[config.mk]
export PLATFORM = sky130hd
export DESIGN_NAME = seg7_scan_reader
export DESIGN_NICKNAME = d
export VERILOG_FILES = /design/src/rtl/seg7_scan_reader.sv
export SDC_FILE = /design/constraint.sdc
export NUM_CORES = 1
export LEC_CHECK = 0
export CAP_MARGIN = 20
export CORE_ASPECT_RATIO = 1.2
export CORE_UTILIZATION = 40
export DETAILED_ROUTE_END_ITERATION = 8
export GPL_ROUTABILITY_DRIVEN = 1
export PLACE_DENSITY = 0.73
export SYNTH_ARGS = -nofsm -noshare
export SYNTH_HDL_FRONTEND = slang
export SYNTH_SLANG_ARGS = --single-unit
[constraint.sdc]
create_clock -name clk -period 4.19 [get_ports clk]
set_clock_uncertainty 0.15 [all_clocks]
set_input_delay 0.419 -clock clk [delete_from_list [all_inputs] [get_ports clk]]
set_output_delay 0.419 -clock clk [all_outputs]
set_load 0.01 [all_outputs]
[src/rtl/seg7_scan_reader.sv]
// seg7_scan_reader: recovers per-digit BCD codes from a multiplexed, digit-strobed 7-segment bus.
// Define SEG7_ACTIVE_LOW_EN for common-anode hardware (seg_in and digit_sel active-low).
module seg7_scan_reader #(
  parameter int NUM_DIGITS    = 4,
  parameter int STABLE_CYCLES = 4
) (
  input  logic                    clk,
  input  logic                    rst,
  input  logic [6:0]              seg_in,
  input  logic [NUM_DIGITS-1:0]   digit_sel,
  output logic [4*NUM_DIGITS-1:0] bcd_out,
  output logic [NUM_DIGITS-1:0]   digit_valid,
  output logic                    commit,
  output logic                    frame_done,
  output logic                    pattern_err,
  output logic                    sel_err
);

  localparam logic [7:0] STABLE_LIM = 8'(STABLE_CYCLES);

  typedef enum logic [1:0] {
    IDLE  = 2'd0,
    TRACK = 2'd1,
    HOLD  = 2'd2
  } state_t;

  // Result packing: {legal, blank, code}; blank and illegal both report code 4'hF.
  function automatic logic [5:0] seg_decode(input logic [6:0] seg);
    case (seg)
      7'b1111110: seg_decode = {2'b10, 4'd0};
      7'b0110000: seg_decode = {2'b10, 4'd1};
      7'b1101101: seg_decode = {2'b10, 4'd2};
      7'b1111001: seg_decode = {2'b10, 4'd3};
      7'b0110011: seg_decode = {2'b10, 4'd4};
      7'b1011011: seg_decode = {2'b10, 4'd5};
      7'b1011111: seg_decode = {2'b10, 4'd6};
      7'b1110000: seg_decode = {2'b10, 4'd7};
      7'b1111111: seg_decode = {2'b10, 4'd8};
      7'b1111011: seg_decode = {2'b10, 4'd9};
      7'b0000000: seg_decode = {2'b01, 4'hF};
      default:    seg_decode = {2'b00, 4'hF};
    endcase
  endfunction

  function automatic logic [3:0] sel_count(input logic [NUM_DIGITS-1:0] sel);
    logic [3:0] n;
    n = 4'd0;
    for (int k = 0; k < NUM_DIGITS; k++) begin
      n = n + {3'b000, sel[k]};
    end
    return n;
  endfunction

  logic [6:0]              seg_phys_s;
  logic [NUM_DIGITS-1:0]   sel_phys_s;
  logic [6:0]              smp_seg_r;
  logic [NUM_DIGITS-1:0]   smp_sel_r;
  logic [6:0]              prev_seg_r;
  logic [NUM_DIGITS-1:0]   prev_sel_r;
  state_t                  state_r;
  state_t                  state_next_s;
  logic [7:0]              cnt_r;
  logic [7:0]              cnt_next_s;
  logic [NUM_DIGITS-1:0]   seen_r;
  logic [NUM_DIGITS-1:0]   seen_or_s;
  logic [NUM_DIGITS-1:0]   seen_next_s;
  logic [4*NUM_DIGITS-1:0] bcd_r;
  logic [4*NUM_DIGITS-1:0] bcd_next_s;
  logic [NUM_DIGITS-1:0]   valid_r;
  logic [NUM_DIGITS-1:0]   valid_next_s;
  logic                    commit_r;
  logic                    frame_r;
  logic                    perr_r;
  logic                    serr_r;
  logic                    commit_s;
  logic                    frame_s;
  logic                    perr_s;
  logic                    serr_s;
  logic [3:0]              smp_count_s;
  logic                    smp_valid_s;
  logic                    same_s;
  logic [5:0]              dec_s;

`ifdef SEG7_ACTIVE_LOW_EN
  assign seg_phys_s = ~seg_in;
  assign sel_phys_s = ~digit_sel;
`else
  assign seg_phys_s = seg_in;
  assign sel_phys_s = digit_sel;
`endif

  // Input sample register; reset value is an empty strobe so nothing fires after reset release.
  always_ff @(posedge clk or posedge rst) begin
    if (rst) begin
      smp_seg_r <= 7'd0;
      smp_sel_r <= {NUM_DIGITS{1'b0}};
    end else begin
      smp_seg_r <= seg_phys_s;
      smp_sel_r <= sel_phys_s;
    end
  end

  // Stability filter, commit decode and frame bookkeeping.
  always_comb begin
    state_next_s = state_r;
    cnt_next_s   = cnt_r;
    commit_s     = 1'b0;
    serr_s       = 1'b0;
    smp_count_s  = sel_count(smp_sel_r);
    smp_valid_s  = (smp_count_s == 4'd1);
    same_s       = (smp_sel_r == prev_sel_r) && (smp_seg_r == prev_seg_r);
    dec_s        = seg_decode(smp_seg_r);

    if (!smp_valid_s) begin
      state_next_s = IDLE;
      cnt_next_s   = 8'd0;
      serr_s       = (smp_count_s > 4'd1);
    end else begin
      case (state_r)
        IDLE:    cnt_next_s = 8'd1;
        TRACK:   cnt_next_s = same_s ? ((cnt_r < STABLE_LIM) ? cnt_r + 8'd1 : cnt_r) : 8'd1;
        HOLD:    cnt_next_s = same_s ? cnt_r : 8'd1;
        default: cnt_next_s = 8'd1;
      endcase
      if ((state_r == HOLD) && same_s) begin
        state_next_s = HOLD;
      end else if (cnt_next_s == STABLE_LIM) begin
        state_next_s = HOLD;
        commit_s     = 1'b1;
      end else begin
        state_next_s = TRACK;
      end
    end

    perr_s      = commit_s && !dec_s[5] && !dec_s[4];
    seen_or_s   = commit_s ? (seen_r | smp_sel_r) : seen_r;
    frame_s     = commit_s && (&seen_or_s);
    seen_next_s = frame_s ? {NUM_DIGITS{1'b0}} : seen_or_s;

    bcd_next_s   = bcd_r;
    valid_next_s = valid_r;
    for (int d = 0; d < NUM_DIGITS; d++) begin
      bcd_next_s[4*d +: 4] = (commit_s && smp_sel_r[d]) ? dec_s[3:0] : bcd_r[4*d +: 4];
      valid_next_s[d]      = (commit_s && smp_sel_r[d]) ? dec_s[5] : valid_r[d];
    end
  end

  // State, history and registered outputs.
  always_ff @(posedge clk or posedge rst) begin
    if (rst) begin
      state_r    <= IDLE;
      cnt_r      <= 8'd0;
      prev_seg_r <= 7'd0;
      prev_sel_r <= {NUM_DIGITS{1'b0}};
      seen_r     <= {NUM_DIGITS{1'b0}};
      bcd_r      <= {NUM_DIGITS{4'hF}};
      valid_r    <= {NUM_DIGITS{1'b0}};
      commit_r   <= 1'b0;
      frame_r    <= 1'b0;
      perr_r     <= 1'b0;
      serr_r     <= 1'b0;
    end else begin
      state_r    <= state_next_s;
      cnt_r      <= cnt_next_s;
      prev_seg_r <= smp_seg_r;
      prev_sel_r <= smp_sel_r;
      seen_r     <= seen_next_s;
      bcd_r      <= bcd_next_s;
      valid_r    <= valid_next_s;
      commit_r   <= commit_s;
      frame_r    <= frame_s;
      perr_r     <= perr_s;
      serr_r     <= serr_s;
    end
  end

  assign bcd_out     = bcd_r;
  assign digit_valid = valid_r;
  assign commit      = commit_r;
  assign frame_done  = frame_r;
  assign pattern_err = perr_r;
  assign sel_err     = serr_r;

endmodule

Word-level counts from Yosys, hierarchy flattened

Index checks and enable logic that the tools add are counted.

$add $sub $neg: 4
Order comparisons: 2
Equality and inequality tests: 16
Multiplexer cells: 16
Bitwise operators: 1
Reduce and logical (&&, ||, !) cells: 13

Operators with widths:

| cell                                                                         | number |
|---|---|
| 6-bit case mux with 11 select lines                                          | 1 |
| 7-bit == test, second input constant                                         | 8 |
| 8-bit 2-to-1 mux                                                             | 5 |
| 8-bit case mux with 2 select lines                                           | 1 |
| 7-bit by 6-bit == test with 1-bit output, second input constant              | 2 |
| 1-bit logical AND                                                            | 9 |
| 8-bit by 1-bit adder with 8-bit output, second input constant                | 1 |
| 8-bit by 3-bit == test with 1-bit output, second input constant              | 1 |
| 8-bit by 3-bit less-than comparator with 1-bit output, second input constant | 1 |
| 4-bit 2-to-1 mux                                                             | 2 |
| 7-bit == test                                                                | 1 |
| 7-bit logical NOT                                                            | 1 |
| 2-bit 2-to-1 mux                                                             | 3 |
| 3-bit by 1-bit adder with 4-bit output                                       | 1 |
| 4-bit by 1-bit == test with 1-bit output, second input constant              | 1 |
| 4-bit == test                                                                | 1 |
| 4-bit by 1-bit > comparator with 1-bit output, second input constant         | 1 |
| 1-bit 2-to-1 mux                                                             | 4 |
| 4-bit OR                                                                     | 1 |
| 4-bit AND reduction                                                          | 1 |
| 2-bit by 1-bit adder with 3-bit output                                       | 1 |
| 1-bit by 1-bit adder with 2-bit output                                       | 1 |
| 2-bit by 1-bit == test with 1-bit output, second input constant              | 1 |
| 2-bit == test, second input constant                                         | 1 |
| 1-bit logical NOT                                                            | 2 |

Register bits after elaboration: 60
Bits of input ports: 13
Output and inout port bits: 24
Logic and storage cells: 71

Logic depth before layout (Yosys ltp)

Word-level depth: 13
Mapped depth: 12
Mapped depth without buffers: 11

Worst setup path before layout

OpenSTA, ideal clock, no wires.

Kind: reg2reg
Start point: reg smp_sel_r[0]
End point: reg valid_r[0], in the netlist digit_valid[0]
Data arrival time: 2.798 ns
Required time: 3.912 ns
Slack: 1.115 ns
Cell stages (with the launch flop): 11
Period minus slack after synthesis: 3.075 ns
Cells stage by stage: dfrtp_1 > inv_1 > fa_1 > inv_1 > ha_1 > inv_1 > ha_1 > nor3b_1 > nand4_4 > nor3_4 > mux2_1

Word-level cells in the longest chain between the ends: 10
Elaborated cells on any way between the ends: 16
Those cells by class: 3 x add/sub; 3 x eq/ne; 7 x mux; 3 x reduce/logical

Ends and longest elaborated chain:

| item                                     | line     | text |
|---|---|---|
| from (decl)                              | 57       | `logic [NUM_DIGITS-1:0] smp_sel_r;` |
| from (signal assigned)                   | 96       | `smp_sel_r <= {NUM_DIGITS{1'b0}};` |
| from (signal assigned)                   | 99       | `smp_sel_r <= sel_phys_s;` |
| 4-bit == test                            | 111      | `same_s = (smp_sel_r == prev_sel_r) && (smp_seg_r == prev_seg_r);` |
| 1-bit logical AND                        | 111      |  |
| 8-bit 2-to-1 mux (on tied branches)      | 122, 121 |  |
| 8-bit case mux with 2 select lines       | 119      | `case (state_r)` |
| 8-bit 2-to-1 mux                         | 114      | `if (!smp_valid_s) begin` |
| 8-bit by 3-bit == test with 1-bit output | 127      | `end else if (cnt_next_s == STABLE_LIM) begin` |
| 1-bit 2-to-1 mux                         | 127      |  |
| 1-bit 2-to-1 mux                         | 125      | `if ((state_r == HOLD) && same_s) begin` |
| 1-bit 2-to-1 mux                         | 114      |  |
| 1-bit logical AND *                      | 144      | `valid_next_s[d] = (commit_s && smp_sel_r[d]) ? dec_s[5] : valid_r[d];` |
| to (signal assigned)                     | 157      | `valid_r <= {NUM_DIGITS{1'b0}};` |
| to (signal assigned)                     | 169      | `valid_r <= valid_next_s;` |
| to (decl)                                | 69       | `logic [NUM_DIGITS-1:0] valid_r;` |

Every way passes the cells marked *; elsewhere a longest branch is shown, timed or not. The select of a mux whose other input is x is not followed.
A chain may end at the register's enable or synchronous reset.

Worst setup path after layout

Start point: reg smp_sel_r[0]
End point: reg valid_r[2], in the netlist digit_valid[2]

Word-level cells in the longest chain between the ends: 10
Elaborated cells on any way between the ends: 16
Those cells by class: 3 x add/sub; 3 x eq/ne; 7 x mux; 3 x reduce/logical

Ends and longest elaborated chain:

| item                                     | line |
|---|---|
| 4-bit == test                            | 111 |
| 1-bit logical AND                        | 111 |
| 8-bit 2-to-1 mux (on tied branches)      | 122, 121 |
| 8-bit case mux with 2 select lines       | 119 |
| 8-bit 2-to-1 mux                         | 114 |
| 8-bit by 3-bit == test with 1-bit output | 127 |
| 1-bit 2-to-1 mux                         | 127 |
| 1-bit 2-to-1 mux                         | 125 |
| 1-bit 2-to-1 mux *                       | 114 |
| 1-bit logical AND *                      | 144 |

Marks and branches as above.

==> summary.md <==
| Metric | Value |
|---|---|
| Horiz. Die Dim | 78.5 µm |
| Ratio of final minimum period to clock period | 81.3% |
| Worst-path cell chain | inv_1 -> fa_1 -> inv_1 -> ha_1 -> inv_1 -> ha_1 -> nor3b_1 -> nand4_4 -> nor3_4 -> mux2_1 |
| Unique cell type count in the Yosys netlist | 55 |
| Clk slew on worst S/H paths | 0.08 ns |
| #FFs+latches synth | 60 |
| FP Rows | 33 |
| CTS tree | done |
| Worst-Skew Late Latency | 0.34 ns |
| Critical Path Slowest Stage Cell | fa_1 |
| Max Fclk | 293 MHz |
| Die area | 7360 µm² |
| Layout area overhead | 23.6% |
| CTS H-tree lvls | 3 |
| # port buffers | 36 |
| # hold bufs at CTS | 0 |
| Post-cts resize count | 0 |
| Peak supply drop | 0.245 mV |
| Worst hold path class | register to register |
| MaxCap Viol Count | 0 |
| CTS buffer count | 9 |
| Final setup vio count | 0 |
| Post-DP HPWL | 3870 µm |
| Global placement routability congestion | 0.840 |
| CTS Root Cell | clkbuf_8 |
| Vias post-DR | 1892 |
| Ratio of cells with drive above 1 in the final layout | 24.5% |
| Number of flops mapped to enable cells by yosys | 0 |
| Initial antenna violation count | 0 |
| Yosys warning total | 0 |
| Asr flop ratio synth | 100% |
| Antenna Nets Post-Route | 0 |
| WL final | 5280 µm |
| Routed length per instance | 14.8 µm |
| Post-CTS Setup Inserts | 0 |
| First drt pass iteration count | 4 |
| Sequential area share after synthesis | 54.2% |
| Gr usage total | 16.7% |
| CP Capture Type | register |
| Hold Worst Slack | 0.320 ns |
| Iteration-0 DRC Markers | 71 |
| Crit Path Category | register to register |
| WP data arrival | 3.48 ns |
| Vias per cell | 5.31 |
| Core area | 6810 µm² |
| Vias in the first global route | 1953 |
| CP max stage delay | 0.54 ns |
| # IOs | 37 |
| Total negative slack | 0 ns |
| Power density cells | 360 nW/µm² |
| CP max FO | 6 |
| Antenna Cells | 0 |
| Most Frequent Cell on Critical Path | inv_1 |
| Worst Tran Pin Value | 0.866 ns |
| Setup crit start kind | register |
| Total grt overflow | 0 |
| Syn_nets | 241 |
| Top_reg_cell synth | dfrtp_1 |
| Die Y | 93.8 µm |
| Final-report hold violation count | 0 |
| Filler Cell Count | 600 |
| # clock sinks | 60 |
| Cell count after synthesis | 221 |
| Slew Viols, Final | 0 |
| Leakage | 1.57 nW |
| Relative slew slack | 42.2% |
| # nets final | 284 |
| Mapped Area | 2810 µm² |
| Unrepaired setup endpoints after global routing | false |
| Post-layout min period | 3.41 ns |
| Residual DRC | 0 |
| Max Root-Sink Buffers | 2 |
| Pin count of the biggest net entering global routing | 45 |
| Global-route wire length before repair | 9360 µm |
| Initial core utilization | 41.2% |
| Status | finished, final reports clean |
| Syn avg cell area | 12.7 µm² |
| Req. time, crit path | 4.26 ns |
==> metal layers <==
metal | part of all wire (%) | track usage [%]
met5 | 0 | 0
met4 | 2.7 | 9.41
met3 | 3.6 | 3.30
met2 | 52 | 28.8
met1 | 42 | 19.4
==> flip-flops by register name, indices dropped and copies added, names as in the netlist <==
signal / flops
bcd_out: 16
cnt_r: 8
prev_seg_r: 7
smp_seg_r: 7
digit_valid: 4
prev_sel_r: 4
seen_r: 4
smp_sel_r: 4
state_r: 2
commit: 1
frame_done: 1
pattern_err: 1
sel_err: 1
==> critical path, delay by kind of cell (launching register included) <==
kind                       cells  cell delay [ns]
DFF                            1             0.47
buffers and inverters          3             0.20
adders and majority gates      3             0.95
and+or+nand+nor                3             1.16
muxes                          1             0.37
==> cells by family (layout without fill, tap and decap cells) <==
family	Yosys count	in the layout	share of synthesized area, %
adder cells (fa/ha/maj)	7	7	3.39
buffers and inverters	20	68	3.03
AO/OA/AOI/OAI	31	31	8.69
multiplexers	21	21	8.24
XOR/XNOR	12	12	3.74
AND/OR/NAND/NOR	70	70	18.7
flip-flops	60	60	54.2
==> area by class of cell <==
cell class / instances / area [µm²] / share of cell area (%)
clock buffer: 11 / 174 / 5.01
clock inverter: 5 / 37.5 / 1.08
multi-input combinational: 141 / 1200 / 34.6
tap: 87 / 109 / 3.14
inverter: 14 / 52.6 / 1.51
timing repair buffer: 38 / 375 / 10.8
sequential: 60 / 1520 / 43.8
==> placed cells by master (no fill, tap or decap), types with 5 or more instances in the layout <==
cell,n
nor2_1,6
clkdlybuf4s50_1,36
dfrtp_1,44
ha_1,6
clkbuf_8,9
inv_1,13
nand3_1,5
and3_1,5
mux2_2,13
xor2_1,12
and2_1,7
dfstp_2,16
nor4_1,6
nor3_1,7
==> synth_stat cells (all sizes together) (3+ instances only) <==
cell type / number / area [µm²]
nand2: 5 / 21.3
xor2: 12 / 105
nand3: 5 / 25.0
dfstp: 16 / 420
and3: 5 / 31.3
dfrtp: 44 / 1100
and2: 7 / 43.8
o21ai: 3 / 15.0
ha: 6 / 75.1
a21boi: 4 / 30.0
nor3: 11 / 100
nand4: 3 / 33.8
inv: 14 / 52.6
nor2: 7 / 28.8
nor2b: 4 / 25.0
nor4: 8 / 80.1
buf: 3 / 21.3
mux2i: 4 / 40.0
mux2: 17 / 191
a21oi: 4 / 20.0
clkbuf: 3 / 11.3
a41o: 3 / 30.0
==> worst paths after layout <==
| kind | start | depth (start not counted) | slack [ns] | endpoint |
|---|---|---|---|---|
| max | smp_sel_r[0] | 10 | 0.78 | digit_valid[2] |
| min | bcd_out[10] | 2 | 0.32 | bcd_out[10] |
| max reg2reg | smp_sel_r[0] | 10 | 0.78 | digit_valid[2] |
| min reg2reg | bcd_out[10] | 2 | 0.32 | bcd_out[10] |
| max in group asynchronous | rst | 3 | 2.70 | smp_sel_r[2] |
| min in group asynchronous | rst | 2 | 0.43 | seen_r[2] |
==> stage by stage <==
step	instance area, µm²	std cells	power (mW)	setup WS (ns)	utilization (%)
after floorplan	2810	221	0.694	1.11	-
after global placement	3260	340	0.729	0.855	47.8
after detailed placement	3260	340	0.731	0.783	47.8
after CTS	3470	356	1.26	0.747	50.9
after global routing	3470	356	1.30	0.532	50.9
final	3470	356	1.25	0.783	50.9
==> power breakdown <==
group	switching, mW	total (mW)	leakage, nW	internal [mW]
clock network	0.239	0.530	0.111	0.291
registers	0.0183	0.614	0.724	0.595
logic	0.0588	0.105	0.738	0.0467
No activity file was read; power rests on OpenSTA's default activity.
